[src/rtl/rv_mc_ctrl_if.sv]
`default_nettype none
// ============================================================================
// rv_mc_ctrl_if : sequencer <-> imem / dmem / FP multiplier / register files
// Revision      : 1.0
// ============================================================================
interface rv_mc_ctrl_if;
  logic [31:0] imem_addr;
  logic [31:0] imem_rdata;
  logic [31:0] instr;
  logic [31:0] pc;
  logic        dmem_req;
  logic        dmem_we;
  logic        dmem_ready;
  logic        fmul_start;
  logic        fmul_done;
  logic        xreg_we;
  logic        freg_we;
  logic [1:0]  wb_sel;
  logic        halted;
  logic        trap;
  logic [1:0]  trap_cause;

  modport master (
    output imem_addr, instr, pc, dmem_req, dmem_we, fmul_start,
           xreg_we, freg_we, wb_sel, halted, trap, trap_cause,
    input  imem_rdata, dmem_ready, fmul_done
  );

  modport slave (
    input  imem_addr, instr, pc, dmem_req, dmem_we, fmul_start,
           xreg_we, freg_we, wb_sel, halted, trap, trap_cause,
    output imem_rdata, dmem_ready, fmul_done
  );
endinterface
`default_nettype wire

[src/rtl/rv_mc_ctrl.sv]
`default_nettype none
// ============================================================================
// rv_mc_ctrl : multi-cycle fetch/decode sequencer for the mini RISC-V FP core
// Revision   : 1.0
// ============================================================================
module rv_mc_ctrl #(
  parameter logic [31:0] RESET_PC   = 32'h0000_0000,
  parameter int          IMEM_WORDS = 64,
  parameter int          TIMEOUT    = 16
) (
  input  wire logic    clk,
  input  wire logic    rst,
  rv_mc_ctrl_if.master bus
);
  localparam int              CNT_W        = $clog2(TIMEOUT + 1);
  localparam logic [31:0]     c_imem_limit = 32'(IMEM_WORDS * 4);
  localparam logic [CNT_W-1:0] c_timeout   = CNT_W'(TIMEOUT);
  localparam logic [31:0]     c_nop        = 32'h0000_0013;
  localparam logic [31:0]     c_ebreak     = 32'h0010_0073;
  localparam logic [1:0]      c_cause_ill  = 2'd0;
  localparam logic [1:0]      c_cause_pc   = 2'd1;
  localparam logic [1:0]      c_cause_dmem = 2'd2;
  localparam logic [1:0]      c_cause_fmul = 2'd3;

  typedef enum logic [2:0] {
    S_FETCH, S_DECODE, S_EXEC, S_FWAIT, S_MEM, S_WB, S_HALT, S_TRAP
  } state_t;

  state_t            state_q, state_d;
  logic [31:0]       pc_q, pc_d, instr_q, instr_d;
  logic [CNT_W-1:0]  cnt_q, cnt_d, cnt_inc;
  logic              dmem_req_q, dmem_req_d, dmem_we_q, dmem_we_d;
  logic              fmul_start_q, fmul_start_d;
  logic              xreg_we_q, xreg_we_d, freg_we_q, freg_we_d;
  logic [1:0]        wb_sel_q, wb_sel_d;
  logic              halted_q, halted_d, trap_q, trap_d;
  logic [1:0]        trap_cause_q, trap_cause_d;
  logic              enter_wb, trap_req;
  logic [1:0]        trap_code;

  logic [6:0] opcode;
  logic       is_lui, is_opimm, is_flw, is_fsw, is_fmul, is_ebreak;

  assign opcode    = instr_q[6:0];
  assign is_ebreak = (instr_q == c_ebreak);
  assign is_lui    = (opcode == 7'b0110111);
  assign is_opimm  = (opcode == 7'b0010011);
  assign is_flw    = (opcode == 7'b0000111) && (instr_q[14:12] == 3'b010);
  assign is_fsw    = (opcode == 7'b0100111) && (instr_q[14:12] == 3'b010);
  assign is_fmul   = (opcode == 7'b1010011) && (instr_q[31:25] == 7'b0001000);
  assign cnt_inc   = cnt_q + CNT_W'(1);

  always_comb begin
    state_d      = state_q;
    pc_d         = pc_q;
    instr_d      = instr_q;
    cnt_d        = cnt_q;
    dmem_req_d   = 1'b0;
    dmem_we_d    = 1'b0;
    fmul_start_d = 1'b0;
    xreg_we_d    = 1'b0;
    freg_we_d    = 1'b0;
    wb_sel_d     = 2'd0;
    halted_d     = halted_q;
    trap_d       = trap_q;
    trap_cause_d = trap_cause_q;
    enter_wb     = 1'b0;
    trap_req     = 1'b0;
    trap_code    = c_cause_ill;

    // Strobes are registered: each is raised on the transition into the state that owns it.
    case (state_q)
      S_FETCH: begin
        if (pc_q >= c_imem_limit) begin
          trap_req  = 1'b1;
          trap_code = c_cause_pc;
        end else begin
          instr_d = bus.imem_rdata;
          state_d = S_DECODE;
        end
      end
      S_DECODE: begin
        if (is_ebreak) begin
          state_d  = S_HALT;
          halted_d = 1'b1;
        end else if (is_lui || is_opimm) begin
          enter_wb = 1'b1;
        end else if (is_flw || is_fsw) begin
          state_d    = S_MEM;
          dmem_req_d = 1'b1;
          dmem_we_d  = is_fsw;
          cnt_d      = '0;
        end else if (is_fmul) begin
          state_d      = S_EXEC;
          fmul_start_d = 1'b1;
        end else begin
          trap_req  = 1'b1;
          trap_code = c_cause_ill;
        end
      end
      S_EXEC: begin
        state_d = S_FWAIT;
        cnt_d   = '0;
      end
      S_FWAIT: begin
        if (bus.fmul_done) begin
          enter_wb = 1'b1;
        end else if (cnt_inc == c_timeout) begin
          trap_req  = 1'b1;
          trap_code = c_cause_fmul;
        end else begin
          cnt_d = cnt_inc;
        end
      end
      S_MEM: begin
        // Ready is checked before the timeout so a last-cycle response still completes.
        if (bus.dmem_ready) begin
          if (is_fsw) begin
            pc_d    = pc_q + 32'd4;
            state_d = S_FETCH;
          end else begin
            enter_wb = 1'b1;
          end
        end else if (cnt_inc == c_timeout) begin
          trap_req  = 1'b1;
          trap_code = c_cause_dmem;
        end else begin
          cnt_d      = cnt_inc;
          dmem_req_d = 1'b1;
          dmem_we_d  = is_fsw;
        end
      end
      S_WB: begin
        pc_d    = pc_q + 32'd4;
        state_d = S_FETCH;
      end
      default: ;
    endcase

    if (enter_wb) begin
      state_d   = S_WB;
      xreg_we_d = is_lui || is_opimm;
      freg_we_d = is_flw || is_fmul;
      wb_sel_d  = is_fmul ? 2'd3 : is_flw ? 2'd2 : is_opimm ? 2'd1 : 2'd0;
    end

    if (trap_req) begin
      state_d      = S_TRAP;
      trap_d       = 1'b1;
      trap_cause_d = trap_code;
    end
  end

  always_ff @(posedge clk or posedge rst) begin
    if (rst) begin
      state_q      <= S_FETCH;
      pc_q         <= RESET_PC;
      instr_q      <= c_nop;
      cnt_q        <= '0;
      dmem_req_q   <= 1'b0;
      dmem_we_q    <= 1'b0;
      fmul_start_q <= 1'b0;
      xreg_we_q    <= 1'b0;
      freg_we_q    <= 1'b0;
      wb_sel_q     <= 2'd0;
      halted_q     <= 1'b0;
      trap_q       <= 1'b0;
      trap_cause_q <= 2'd0;
    end else begin
      state_q      <= state_d;
      pc_q         <= pc_d;
      instr_q      <= instr_d;
      cnt_q        <= cnt_d;
      dmem_req_q   <= dmem_req_d;
      dmem_we_q    <= dmem_we_d;
      fmul_start_q <= fmul_start_d;
      xreg_we_q    <= xreg_we_d;
      freg_we_q    <= freg_we_d;
      wb_sel_q     <= wb_sel_d;
      halted_q     <= halted_d;
      trap_q       <= trap_d;
      trap_cause_q <= trap_cause_d;
    end
  end

  assign bus.imem_addr  = pc_q;
  assign bus.pc         = pc_q;
  assign bus.instr      = instr_q;
  assign bus.dmem_req   = dmem_req_q;
  assign bus.dmem_we    = dmem_we_q;
  assign bus.fmul_start = fmul_start_q;
  assign bus.xreg_we    = xreg_we_q;
  assign bus.freg_we    = freg_we_q;
  assign bus.wb_sel     = wb_sel_q;
  assign bus.halted     = halted_q;
  assign bus.trap       = trap_q;
  assign bus.trap_cause = trap_cause_q;
endmodule
`default_nettype wire

[src/flat_wrapper.sv]
// flat-port wrapper written by rule: the top's interface ports become plain ports
module rv_mc_ctrl_flat 
#(
  parameter logic [31:0] RESET_PC   = 32'h0000_0000,
  parameter int          IMEM_WORDS = 64,
  parameter int          TIMEOUT    = 16
)
  (clk, rst, bus_imem_addr, bus_instr, bus_pc, bus_dmem_req, bus_dmem_we, bus_fmul_start, bus_xreg_we, bus_freg_we, bus_wb_sel, bus_halted, bus_trap, bus_trap_cause, bus_imem_rdata, bus_dmem_ready, bus_fmul_done);
  rv_mc_ctrl_if bus_i ();
  input  wire logic clk;
  input  wire logic rst;
  output wire logic [$bits(bus_i.imem_addr)-1:0] bus_imem_addr;
  output wire logic [$bits(bus_i.instr)-1:0] bus_instr;
  output wire logic [$bits(bus_i.pc)-1:0] bus_pc;
  output wire logic [$bits(bus_i.dmem_req)-1:0] bus_dmem_req;
  output wire logic [$bits(bus_i.dmem_we)-1:0] bus_dmem_we;
  output wire logic [$bits(bus_i.fmul_start)-1:0] bus_fmul_start;
  output wire logic [$bits(bus_i.xreg_we)-1:0] bus_xreg_we;
  output wire logic [$bits(bus_i.freg_we)-1:0] bus_freg_we;
  output wire logic [$bits(bus_i.wb_sel)-1:0] bus_wb_sel;
  output wire logic [$bits(bus_i.halted)-1:0] bus_halted;
  output wire logic [$bits(bus_i.trap)-1:0] bus_trap;
  output wire logic [$bits(bus_i.trap_cause)-1:0] bus_trap_cause;
  input wire logic [$bits(bus_i.imem_rdata)-1:0] bus_imem_rdata;
  input wire logic [$bits(bus_i.dmem_ready)-1:0] bus_dmem_ready;
  input wire logic [$bits(bus_i.fmul_done)-1:0] bus_fmul_done;
  assign bus_imem_addr = bus_i.imem_addr;
  assign bus_instr = bus_i.instr;
  assign bus_pc = bus_i.pc;
  assign bus_dmem_req = bus_i.dmem_req;
  assign bus_dmem_we = bus_i.dmem_we;
  assign bus_fmul_start = bus_i.fmul_start;
  assign bus_xreg_we = bus_i.xreg_we;
  assign bus_freg_we = bus_i.freg_we;
  assign bus_wb_sel = bus_i.wb_sel;
  assign bus_halted = bus_i.halted;
  assign bus_trap = bus_i.trap;
  assign bus_trap_cause = bus_i.trap_cause;
  assign bus_i.imem_rdata = bus_imem_rdata;
  assign bus_i.dmem_ready = bus_dmem_ready;
  assign bus_i.fmul_done = bus_fmul_done;
  rv_mc_ctrl #(.RESET_PC(RESET_PC), .IMEM_WORDS(IMEM_WORDS), .TIMEOUT(TIMEOUT)) u_core (.clk(clk), .rst(rst), .bus(bus_i));
endmodule
[config.mk]
export PLATFORM = sky130hd
export DESIGN_NAME = rv_mc_ctrl_flat
export DESIGN_NICKNAME = d
export VERILOG_FILES = /design/src/rtl/rv_mc_ctrl_if.sv /design/src/rtl/rv_mc_ctrl.sv /design/src/flat_wrapper.sv
export SDC_FILE = /design/constraint.sdc
export NUM_CORES = 1
export LEC_CHECK = 0
export CAP_MARGIN = 5
export CELL_PAD_IN_SITES_DETAIL_PLACEMENT = 1
export CELL_PAD_IN_SITES_GLOBAL_PLACEMENT = 1
export CORE_AREA = 10 10 125 127
export CTS_CLUSTER_SIZE = 8
export DETAILED_ROUTE_END_ITERATION = 16
export DIE_AREA = 0 0 135 137
export PLACE_DENSITY_LB_ADDON = 0.12
export SLEW_MARGIN = 15
export SYNTH_ARGS = -nofsm -noshare
export SYNTH_HDL_FRONTEND = slang
export SYNTH_SLANG_ARGS = --single-unit
export TNS_END_PERCENT = 1
[constraint.sdc]
create_clock -name clk -period 2.5 [get_ports clk]
set_input_delay 0.5 -clock clk [delete_from_list [all_inputs] [get_ports clk]]
set_output_delay 0.5 -clock clk [all_outputs]
set_load 0.05 [all_outputs]
==> flow_summary.json <==
{
  "status": "completed",
  "cts_hold_buf": 0,
  "slew_viol_final": 0,
  "crit_chain": "clkdlybuf4s50_1",
  "max_stage_delay_ns": 0.86,
  "ys_seq_area_share_pct": 50.3,
  "die_y_um": 137,
  "pwr-share-comb_pct": 3.8,
  "ys_types": 48,
  "totalPowerFinal_mw": 2.65,
  "drive_gt1_share_pct": 15.4,
  "setup_slack_ns": 0.194,
  "fin_cells": 658,
  "synth_area_per_cell_um2": 11.2,
  "netlist_area_um2": 3990,
  "clkTransAtPathRegs_ns": 0.06,
  "dp_slack_ns": -0.000692,
  "area_growth_pct": 42.9,
  "first_global_vias": 3504,
  "clockRootBuffer": "clkbuf_16",
  "grt_pass1_wl_um": 19400,
  "cts_setup_buffers": 0,
  "ioPinCount": 143,
  "cts_resized": 0,
  "grt_setup_unrepaired": "false",
  "path_class": "reg -> out",
  "syn_inst": 356,
  "vias": 3111,
  "grt_start_max_net_pins": 81,
  "core-area_um2": 13100,
  "ys_warn_count": 0,
  "postSynth.asyncResetShare_pct": 100,
  "n_antenna_cell": 0,
  "drtIter0Drc": 131,
  "cts_buffers": 9,
  "synth_edf_count": 0,
  "drc": 0,
  "internal_power_mw": 2.08,
  "firstDrtPassIters": 4,
  "wirelength_um": 12000,
  "crit_path_max_fanout": 7,
  "worst_pin_slew_ns": 0.585,
  "p_per_area_nw_per_um2": 465,
  "num-nets-final": 516,
  "clock_latency_ns": 0.34,
  "setup_viol": 0,
  "cp_data_arrival_time_ns": 1.81,
  "skew_ns": 0.00758,
  "swShare_pct": 21.7,
  "p_clk_share_pct": 47.3,
  "place.gp.congestion": 0.750,
  "io_buffers": 138,
  "required_ns": 2.00,
  "dp_hpwl_um": 9120,
  "slowest_stage": "clkdlybuf4s50_1",
  "hold_class": "reg -> reg",
  "end_kind": "output pin",
  "fin_util_pct": 43.6,
  "die-area_um2": 18500,
  "detail_route.wl_per_cell_um": 18.2,
  "crit_buf_inv": 1,
  "cts_tree": "yes",
  "yosysTopAreaCell": "dfrtp_1",
  "via_per_inst": 4.73,
  "worst_ir_drop_vdd_mv": 0.233,
  "dpl.cell_count": 642,
  "dpl_cell_area_um2": 5420,
  "core.rowCount": 42,
  "cts_sinks": 80,
  "synth.top_cell.area_share_pct": 48.3,
  "startpoint_type": "register",
  "hold_viol": 0,
  "grt_usage_pct": 13.4,
  "cts.path.max_buffers": 2,
  "design_area_um2": 5700,
  "p_switching_uw": 575,
  "yosys_most_used_dff": "dfrtp_1",
  "die_w_um": 135,
  "period_share_pct": 92.2,
  "htree_levels": 3,
  "start_util_pct": 30.5,
  "slew_headroom_pct": 60.8,
  "grt_overflow": 0,
  "ant_nets": 0,
  "drv_cap": 0,
  "fin_crit_ns": 2.31,
  "synth.area.top_cells": "dfrtp_1 (48%), mux2_2 (9.0%), buf_4 (7.2%)",
  "fmax_mhz": 434,
  "yosys_register_bits": 80,
  "critPathTopFamily": "buffers and inverters",
  "seqPwrFrac_pct": 48.8,
  "p_leak_nw": 2.38,
  "antenna_found_initial": 0
}
-- cells in the mapped netlist, drive strengths merged (2+ instances only) --
| cell type | count |
|---|---|
| and3 | 6 |
| nand3 | 21 |
| o21ai | 13 |
| mux2 | 32 |
| o21bai | 3 |
| mux2i | 3 |
| nor2 | 16 |
| dfrtp | 77 |
| nand3b | 2 |
| a32o | 2 |
| a21bo | 2 |
| xor2 | 4 |
| nand4 | 10 |
| a21oi | 5 |
| a31oi | 2 |
| nor3b | 2 |
| ha | 3 |
| nor2b | 3 |
| nand2b | 5 |
| nand2 | 23 |
| xnor2 | 26 |
| nor4b | 3 |
| nor3 | 6 |
| buf | 45 |
| dfstp | 3 |
| and4 | 4 |
| nor4 | 8 |
| and2 | 2 |
| inv | 11 |
-- final cells by class --
class	instances	area (µm²)
Inverter	11	45.0
Tap cell	176	220
Timing Repair Buffer	152	1510
Sequential cell	80	2010
Clock inverter	2	16.3
Clock buffer	14	264
Fill cell	1433	7380
Multi-Input combinational cell	223	1640
-- metal layers --
layer	track usage, %	up-vias	part of all wire [%]
met5	0	-	0
met3	4.51	14	6.4
met4	5.92	0	1.8
met2	22.6	72	52
li1	-	1450	-
met1	15.2	1575	40
-- per-stage QoR --
step	hold slack [ns]	TNS [ns]
floorplan	0.495	0
global placement	0.443	0
detailed placement	0.454	-0.000692
CTS	0.467	0
global route	0.484	0
finish	0.461	0
-- power by group through the flow --
| stage | Combinational [mW] | Clock, mW | Sequential (mW) |
|---|---|---|---|
| final | 0.102 | 1.26 | 1.30 |
| after global routing | 0.112 | 1.36 | 1.29 |
| after CTS | 0.105 | 1.30 | 1.29 |
| after detailed placement | 0.105 | 0 | 1.32 |
| after global placement | 0.104 | 0 | 1.32 |
| after floorplan | 0.0390 | 0 | 1.32 |
-- registers in the layout, indices dropped and copies added (netlist names), 2 cells and up --
signal	cells
u_core.bus.instr	32
u_core.bus.imem_addr	30
u_core.cnt_q	5
u_core.state_q	3
u_core.bus.trap_cause	2
-- placed cells by master (no fill, tap or decap), types with 2 or more instances in the layout --
cell / instances
clkbuf_16: 9
ha_1: 3
clkinvlp_4: 2
conb_1: 4
dfrtp_1: 77
a32o_1: 2
and4_1: 4
mux2_2: 32
xnor2_1: 26
xor2_1: 4
nand4_1: 9
clkbuf_8: 2
nand2b_1: 5
a31oi_1: 2
nand3_1: 21
dfstp_2: 3
buf_4: 12
nor3_1: 4
o21ai_0: 13
nor4_1: 8
mux2i_1: 3
nor2b_1: 3
nor4b_1: 3
inv_1: 10
and2_1: 2
clkdlybuf4s50_1: 138
nor2_1: 16
buf_12: 2
nand3b_1: 2
o21bai_1: 3
nand2_1: 23
a21oi_1: 5
nor3_2: 2
clkbuf_1: 3
and3_1: 6
-- kinds of logic (layout without fill, tap and decap cells) --
group | count (synthesis) | in the layout | share of synthesized area [%]
AND/OR/NAND/NOR | 115 | 115 | 16.4
flip-flops | 80 | 80 | 50.3
buffers and inverters | 56 | 179 | 9.07
AO/OA/AOI/OAI | 36 | 36 | 6.84
multiplexers | 35 | 35 | 9.79
XOR/XNOR | 30 | 30 | 6.59
adder cells (fa/ha/maj) | 3 | 3 | 0.941
other | 1 | 4 | 0.0940
-- final timing paths --
path,from,to,slack [ns],cells after the start
min reg2reg,u_core.bus.halted,u_core.bus.halted,0.46,1
min,u_core.bus.halted,u_core.bus.halted,0.46,1
max in group asynchronous,rst,u_core.bus.instr[1],1.50,3
max,u_core.bus.instr[4],bus_instr[4],0.19,1
min in group asynchronous,rst,u_core.bus.instr[11],0.60,3
max reg2reg,u_core.bus.instr[0],u_core.state_q[1],0.27,6
Note: power is estimated with default switching activity, not from simulation.
